`src/rtl/piso_serializer_if.sv`:
```
// Handshake and serial-output bundle for the parallel-in serial-out transmitter.
// The master side supplies words; the slave side (the serializer) emits framed bits.
interface piso_serializer_if #(
  parameter int WIDTH = 4
);
  logic [WIDTH-1:0] din;
  logic             din_valid;
  logic             din_ready;
  logic             sout;
  logic             sout_valid;
  logic             sof;
  logic             eof;

  modport master (
    output din, din_valid,
    input  din_ready, sout, sout_valid, sof, eof
  );

  modport slave (
    input  din, din_valid,
    output din_ready, sout, sout_valid, sof, eof
  );
endinterface

```
`src/rtl/piso_serializer.sv`:
```
// Parallel-in serial-out transmitter: accepts a WIDTH-bit word on a valid/ready
// handshake and shifts it out one bit per enabled clock with sof/eof framing.
module piso_serializer #(
  parameter int WIDTH     = 4,
  parameter bit MSB_FIRST = 1'b1
) (
  input  logic             clk,
  input  logic             rs,
  input  logic             shift_en,
  piso_serializer_if.slave bus
);

  localparam int            CW       = (WIDTH > 2) ? $clog2(WIDTH) : 1;
  localparam logic [CW-1:0] LAST     = CW'(WIDTH - 1);
  localparam logic [CW-1:0] PRE_LAST = CW'(WIDTH - 2);
  localparam logic [CW-1:0] ONE      = CW'(1);
  localparam logic [CW-1:0] ZERO     = CW'(0);

  typedef enum logic [0:0] {
    IDLE  = 1'b0,
    SHIFT = 1'b1
  } state_t;

  state_t           state_r;
  logic [CW-1:0]    cnt_r;
  logic [WIDTH-1:0] shreg_r;
  logic             sout_r;
  logic             sout_valid_r;
  logic             sof_r;
  logic             eof_r;
  logic             ready_s;
  logic             accept_s;

  // Bit that leaves the word first for the configured order.
  function automatic logic first_bit(input logic [WIDTH-1:0] w);
    if (MSB_FIRST) begin
      return w[WIDTH-1];
    end else begin
      return w[0];
    end
  endfunction

  // Word with its first-to-leave bit removed, so the next bit becomes first.
  function automatic logic [WIDTH-1:0] drop_bit(input logic [WIDTH-1:0] w);
    if (MSB_FIRST) begin
      return {w[WIDTH-2:0], 1'b0};
    end else begin
      return {1'b0, w[WIDTH-1:1]};
    end
  endfunction

  // Ready depends only on state, count and reset so there is no loop through din_valid.
  always_comb begin
    ready_s = 1'b0;
    if (!rs) begin
      ready_s = 1'b0;
    end else if (state_r == IDLE) begin
      ready_s = 1'b1;
    end else if (cnt_r == LAST) begin
      ready_s = 1'b1;
    end else begin
      ready_s = 1'b0;
    end
  end

  // A word is taken only on an enabled edge with both sides agreeing.
  always_comb begin
    accept_s = bus.din_valid & ready_s & shift_en;
  end

  assign bus.din_ready  = ready_s;
  assign bus.sout       = sout_r;
  assign bus.sout_valid = sout_valid_r;
  assign bus.sof        = sof_r;
  assign bus.eof        = eof_r;

  // Framing FSM; a new word is loaded straight from din so its first bit shows with zero gap.
  always_ff @(posedge clk or negedge rs) begin
    if (!rs) begin
      state_r      <= IDLE;
      cnt_r        <= ZERO;
      shreg_r      <= '0;
      sout_r       <= 1'b0;
      sout_valid_r <= 1'b0;
      sof_r        <= 1'b0;
      eof_r        <= 1'b0;
    end else if (shift_en) begin
      case (state_r)
        IDLE: begin
          if (accept_s) begin
            state_r      <= SHIFT;
            cnt_r        <= ZERO;
            shreg_r      <= drop_bit(bus.din);
            sout_r       <= first_bit(bus.din);
            sout_valid_r <= 1'b1;
            sof_r        <= 1'b1;
            eof_r        <= 1'b0;
          end else begin
            state_r      <= IDLE;
            cnt_r        <= ZERO;
            sout_r       <= 1'b0;
            sout_valid_r <= 1'b0;
            sof_r        <= 1'b0;
            eof_r        <= 1'b0;
          end
        end
        SHIFT: begin
          if (cnt_r != LAST) begin
            cnt_r        <= cnt_r + ONE;
            shreg_r      <= drop_bit(shreg_r);
            sout_r       <= first_bit(shreg_r);
            sout_valid_r <= 1'b1;
            sof_r        <= 1'b0;
            eof_r        <= (cnt_r == PRE_LAST);
          end else if (accept_s) begin
            state_r      <= SHIFT;
            cnt_r        <= ZERO;
            shreg_r      <= drop_bit(bus.din);
            sout_r       <= first_bit(bus.din);
            sout_valid_r <= 1'b1;
            sof_r        <= 1'b1;
            eof_r        <= 1'b0;
          end else begin
            state_r      <= IDLE;
            cnt_r        <= ZERO;
            sout_r       <= 1'b0;
            sout_valid_r <= 1'b0;
            sof_r        <= 1'b0;
            eof_r        <= 1'b0;
          end
        end
        default: begin
          state_r      <= IDLE;
          cnt_r        <= ZERO;
          sout_r       <= 1'b0;
          sout_valid_r <= 1'b0;
          sof_r        <= 1'b0;
          eof_r        <= 1'b0;
        end
      endcase
    end
  end

endmodule

```
`src/flat_wrapper.sv`:
```
// flat-port wrapper written by rule: the top's interface ports become plain ports
module piso_serializer_flat 
#(
  parameter int WIDTH     = 4,
  parameter bit MSB_FIRST = 1'b1
)
  (clk, rs, shift_en, bus_din, bus_din_valid, bus_din_ready, bus_sout, bus_sout_valid, bus_sof, bus_eof);
  piso_serializer_if #(.WIDTH(WIDTH)) bus_i ();
  input  logic clk;
  input  logic rs;
  input  logic shift_en;
  input wire logic [$bits(bus_i.din)-1:0] bus_din;
  input wire logic [$bits(bus_i.din_valid)-1:0] bus_din_valid;
  output wire logic [$bits(bus_i.din_ready)-1:0] bus_din_ready;
  output wire logic [$bits(bus_i.sout)-1:0] bus_sout;
  output wire logic [$bits(bus_i.sout_valid)-1:0] bus_sout_valid;
  output wire logic [$bits(bus_i.sof)-1:0] bus_sof;
  output wire logic [$bits(bus_i.eof)-1:0] bus_eof;
  assign bus_i.din = bus_din;
  assign bus_i.din_valid = bus_din_valid;
  assign bus_din_ready = bus_i.din_ready;
  assign bus_sout = bus_i.sout;
  assign bus_sout_valid = bus_i.sout_valid;
  assign bus_sof = bus_i.sof;
  assign bus_eof = bus_i.eof;
  piso_serializer #(.WIDTH(WIDTH), .MSB_FIRST(MSB_FIRST)) u_core (.clk(clk), .rs(rs), .shift_en(shift_en), .bus(bus_i));
endmodule
```
`config.mk`:
```
export PLATFORM = sky130hd
export DESIGN_NAME = piso_serializer_flat
export DESIGN_NICKNAME = d
export VERILOG_FILES = /design/src/rtl/piso_serializer_if.sv /design/src/rtl/piso_serializer.sv /design/src/flat_wrapper.sv
export SDC_FILE = /design/constraint.sdc
export NUM_CORES = 1
export LEC_CHECK = 0
export CORE_AREA = 2 2 39 41
export CTS_BUF_LIST = sky130_fd_sc_hd__clkbuf_8
export DETAILED_ROUTE_END_ITERATION = 10
export DIE_AREA = 0 0 41 43
export PLACE_DENSITY = 0.59
export SLEW_MARGIN = 20
export SYNTH_ARGS = -nofsm -noshare
export SYNTH_HDL_FRONTEND = slang
export SYNTH_SLANG_ARGS = --single-unit
```
`constraint.sdc`:
```
create_clock -name clk -period 1.81 [get_ports clk]
set_input_delay 0.362 -clock clk [delete_from_list [all_inputs] [get_ports clk]]
set_output_delay 0.362 -clock clk [all_outputs]
set_load 0.02 [all_outputs]
```
==> run_results.csv <==
group,metric,value,unit
critical_path,crit_path_max_fanout,8,
clocking,post_cts_buffers,0,
route,finalWirelength,994,um
synthesis,syn_area,489,um2
flow_run,cap_viol_max_count,0,
synthesis,synth_compound_area_share,18.9,%
clocking,cts.path.max_buffers,2,
floorplan,die_area,1760,um2
synthesis,synth.ff_latch_count,10,
global_routing,antenna_found_initial,0,
critical_path,ff2ff_setup_slack,0.36,ns
placed_design,dp.cells,78,
route,first_pass_iters,2,
outcome,status,"completed",
global_routing,grt_max_degree,14,
synthesis,synth_cells,45,
route,routedWlPerCell,12.3,um
critical_path,reg2reg_depth,5,
sta,min_period,1.68,ns
layout,layoutNonFillerInstCount,81,
global_routing,grt_pass1_wl,1.73,mm
synthesis,ys_seq_area_share,51.2,%
synthesis,synth_xor_area_share,0,%
synthesis,synth-simple-area-share,19.2,%
sta,tightest_slew,0.310,ns
synthesis,synth_fp_nets,55,
layout,multi_input_area,223,um2
floorplan,chipHeight,43,um
critical_path,crit_path_start_kind,"flop",
synthesis,synth_top_family_by_area,"simple AND/OR/NAND/NOR gates",
sta,drv_slew,0,
route,drc,0,
critical_path,cp-end-kind,"output pin",
route,vias,397,
clocking,cts_buffers,3,
placed_design,dp_hpwl,743,um
critical_path,cp_data_arrival_time,1.32,ns
floorplan,io_pins,13,
route,drtIter0Drc,3,
sta,hold_viol,0,
sta,rsz0062_at_grt,"no",
floorplan,dieWidth,41,um
critical_path,path_class,"reg2out",
critical_path,r2r_end,"u_core.bus.sof",
synthesis,ys_warn_count,0,
layout,fillers,133,
synthesis,avgSynthCellArea,10.9,um2
sta,fin_skew,0.00180,ns
clocking,path_clk_slew,0.05,ns
layout,regArea,250,um2
layout,antenna_cells,0,
sta,slew_headroom,79.3,%
clocking,cts-root-buf,"clkbuf_8",
synthesis,synthMuxAreaShare,2.30,%
placed_design,port_buffers,12,
floorplan,initial_core_util,35.4,%
route,antenna_left,0,
sta,fmax,0.595,GHz
global_routing,gr-total-overflow,0,
pwr,leakage,0.323,nW
layout,fin_util,51.0,%
critical_path,critical_path_required,1.45,ns
pwr,ir_worst_vdd,0.638,mV
critical_path,r2r_start,"u_core.cnt_r[1]",
sta,timing.final.crit_share,92.9,%
sta,setup_viol,0,
route,viasPerCell,4.90,
layout,finalNetCount,77,
synthesis,synth_fa_ha_area_share,5.12,%
clocking,cts_tree,"yes",
pwr,power,1.09,mW
synthesis,synth.distinct_cells,21,
floorplan,core_region_area,1380,um2
placed_design,gp_congestion,0.738,
floorplan,rows,14,
layout,syn_to_final_growth,44.2,%
clocking,cts_sinks,10,
clocking,htreeDepth,1,
layout,layout-drive-gt1-share,20.0,%
clocking,worstSkewPairLatency,0.23,ns
global_routing,grt.total_usage,14.7,%
global_routing,grt_pass1_vias,407,
hold_path,hold_class,"in2async",
pwr,power_density,1540,nW/um2
-- placed cells by master, fill, tap and decap left out --
| cell | instances |
|---|---|
| clkdlybuf4s50_1 | 11 |
| dfrtp_1 | 10 |
| buf_4 | 6 |
| nand2_1 | 4 |
| inv_1 | 3 |
| or3b_1 | 3 |
| o31ai_1 | 3 |
| a2bb2oi_1 | 3 |
| clkbuf_8 | 3 |
| nand3_1 | 2 |
| o21ai_0 | 2 |
| nor2_1 | 2 |
| ha_1 | 2 |
| nand2b_1 | 1 |
| and2_1 | 1 |
| and2b_4 | 1 |
| mux2_2 | 1 |
| nand4_1 | 1 |
| a31oi_1 | 1 |
| a21boi_2 | 1 |
| o22ai_1 | 1 |
| nor2b_1 | 1 |
| a32o_1 | 1 |
| clkbuf_2 | 1 |
-- worst max-delay path, stage by stage (launching register included) --
cell and delay, ns:
dfrtp_1 0.34, buf_4 0.15, clkdlybuf4s50_1 0.60
-- worst max path at each step --
stage / startpoint / endpoint / slack [ns] / cells after the start
2_1_floorplan: u_core.cnt_r[1] / bus_din_ready / 0.44 / 3
3_3_place_gp: rs / bus_din_ready / -0.1 / 3
3_5_place_dp: rs / bus_din_ready / -0.09 / 3
4_1_cts: u_core.cnt_r[1] / bus_din_ready / 0.03 / 4
5_1_grt: u_core.bus.sout_valid / bus_sout_valid / 0.08 / 2
6_report: u_core.bus.sout_valid / bus_sout_valid / 0.13 / 2
-- routing by layer --
layer	wire length, um	GRT usage (%)	part of all wire, %
met3	43	4.71	4.3
met4	0	4.00	0
met2	451	21.3	45
met5	0	0	0
met1	500	20.7	50
-- layout make-up --
class / count / share of cell area, %
inverters: 3 / 1.60
repair buffers: 18 / 22.7
clock buffers: 3 / 5.85
well taps: 16 / 2.84
multi-input cells: 31 / 31.6
flip-flops and latches: 10 / 35.5
-- cell families (layout without fill, tap and decap cells) --
group,Yosys count,in the layout
buf+inv,4,24
flops,10,10
compound gates,12,12
fa+ha+maj,2,2
mux,1,1
simple gates,16,16
-- sequential cells by signal, indices dropped and copies added (netlist names) --
| register | count |
|---|---|
| u_core.bus.eof | 1 |
| u_core.cnt_r | 2 |
| u_core.bus.sout | 1 |
| u_core.bus.sof | 1 |
| u_core.bus.sout_valid | 1 |
| u_core.shreg_r | 4 |
-- repair_timing --
item	4_1_cts	5_1_grt
resized for setup	2	1
setup endpoints to repair	1	1
hold endpoints to repair	0	0
hold buffers	0	0
-- cell usage after synthesis --
cell type / instances / area share [%]
dfrtp_1: 10 / 51
nand2_1: 4 / 3.1
a2bb2oi_1: 3 / 5.4
inv_1: 3 / 2.3
o31ai_1: 3 / 4.6
or3b_1: 3 / 5.4
ha_1: 2 / 5.1
nand3_1: 2 / 2.0
nor2_1: 2 / 1.5
o21ai_0: 2 / 2.0
a21boi_2: 1 / 2.3
a31oi_1: 1 / 1.3
a32o_1: 1 / 2.0
and2_1: 1 / 1.3
and2b_4: 1 / 2.0
buf_2: 1 / 1.0
mux2_2: 1 / 2.3
nand2b_1: 1 / 1.3
nand4_1: 1 / 1.3
nor2b_1: 1 / 1.3
o22ai_1: 1 / 1.3
-- where the power goes --
part / switching [mW] / internal, mW / total [mW]
logic: 0.240 / 0.269 / 0.509
registers: 0.0424 / 0.311 / 0.353
clock network: 0.0823 / 0.145 / 0.228
total: 0.365 / 0.725 / 1.09
-- per-stage QoR --
step / setup TNS [ns] / instance area [um2] / worst slack [ns] / hold slack, ns
after global routing: 0 / 706 / 0.0806 / 0.487
after floorplan: 0 / 489 / 0.441 / 0.0664
after global placement: -0.0951 / 669 / -0.0951 / 0.491
after detailed placement: -0.0897 / 669 / -0.0897 / 0.501
after CTS: 0 / 711 / 0.0314 / 0.457
final: 0 / 706 / 0.128 / 0.454
(Power assumes the default switching activity.)
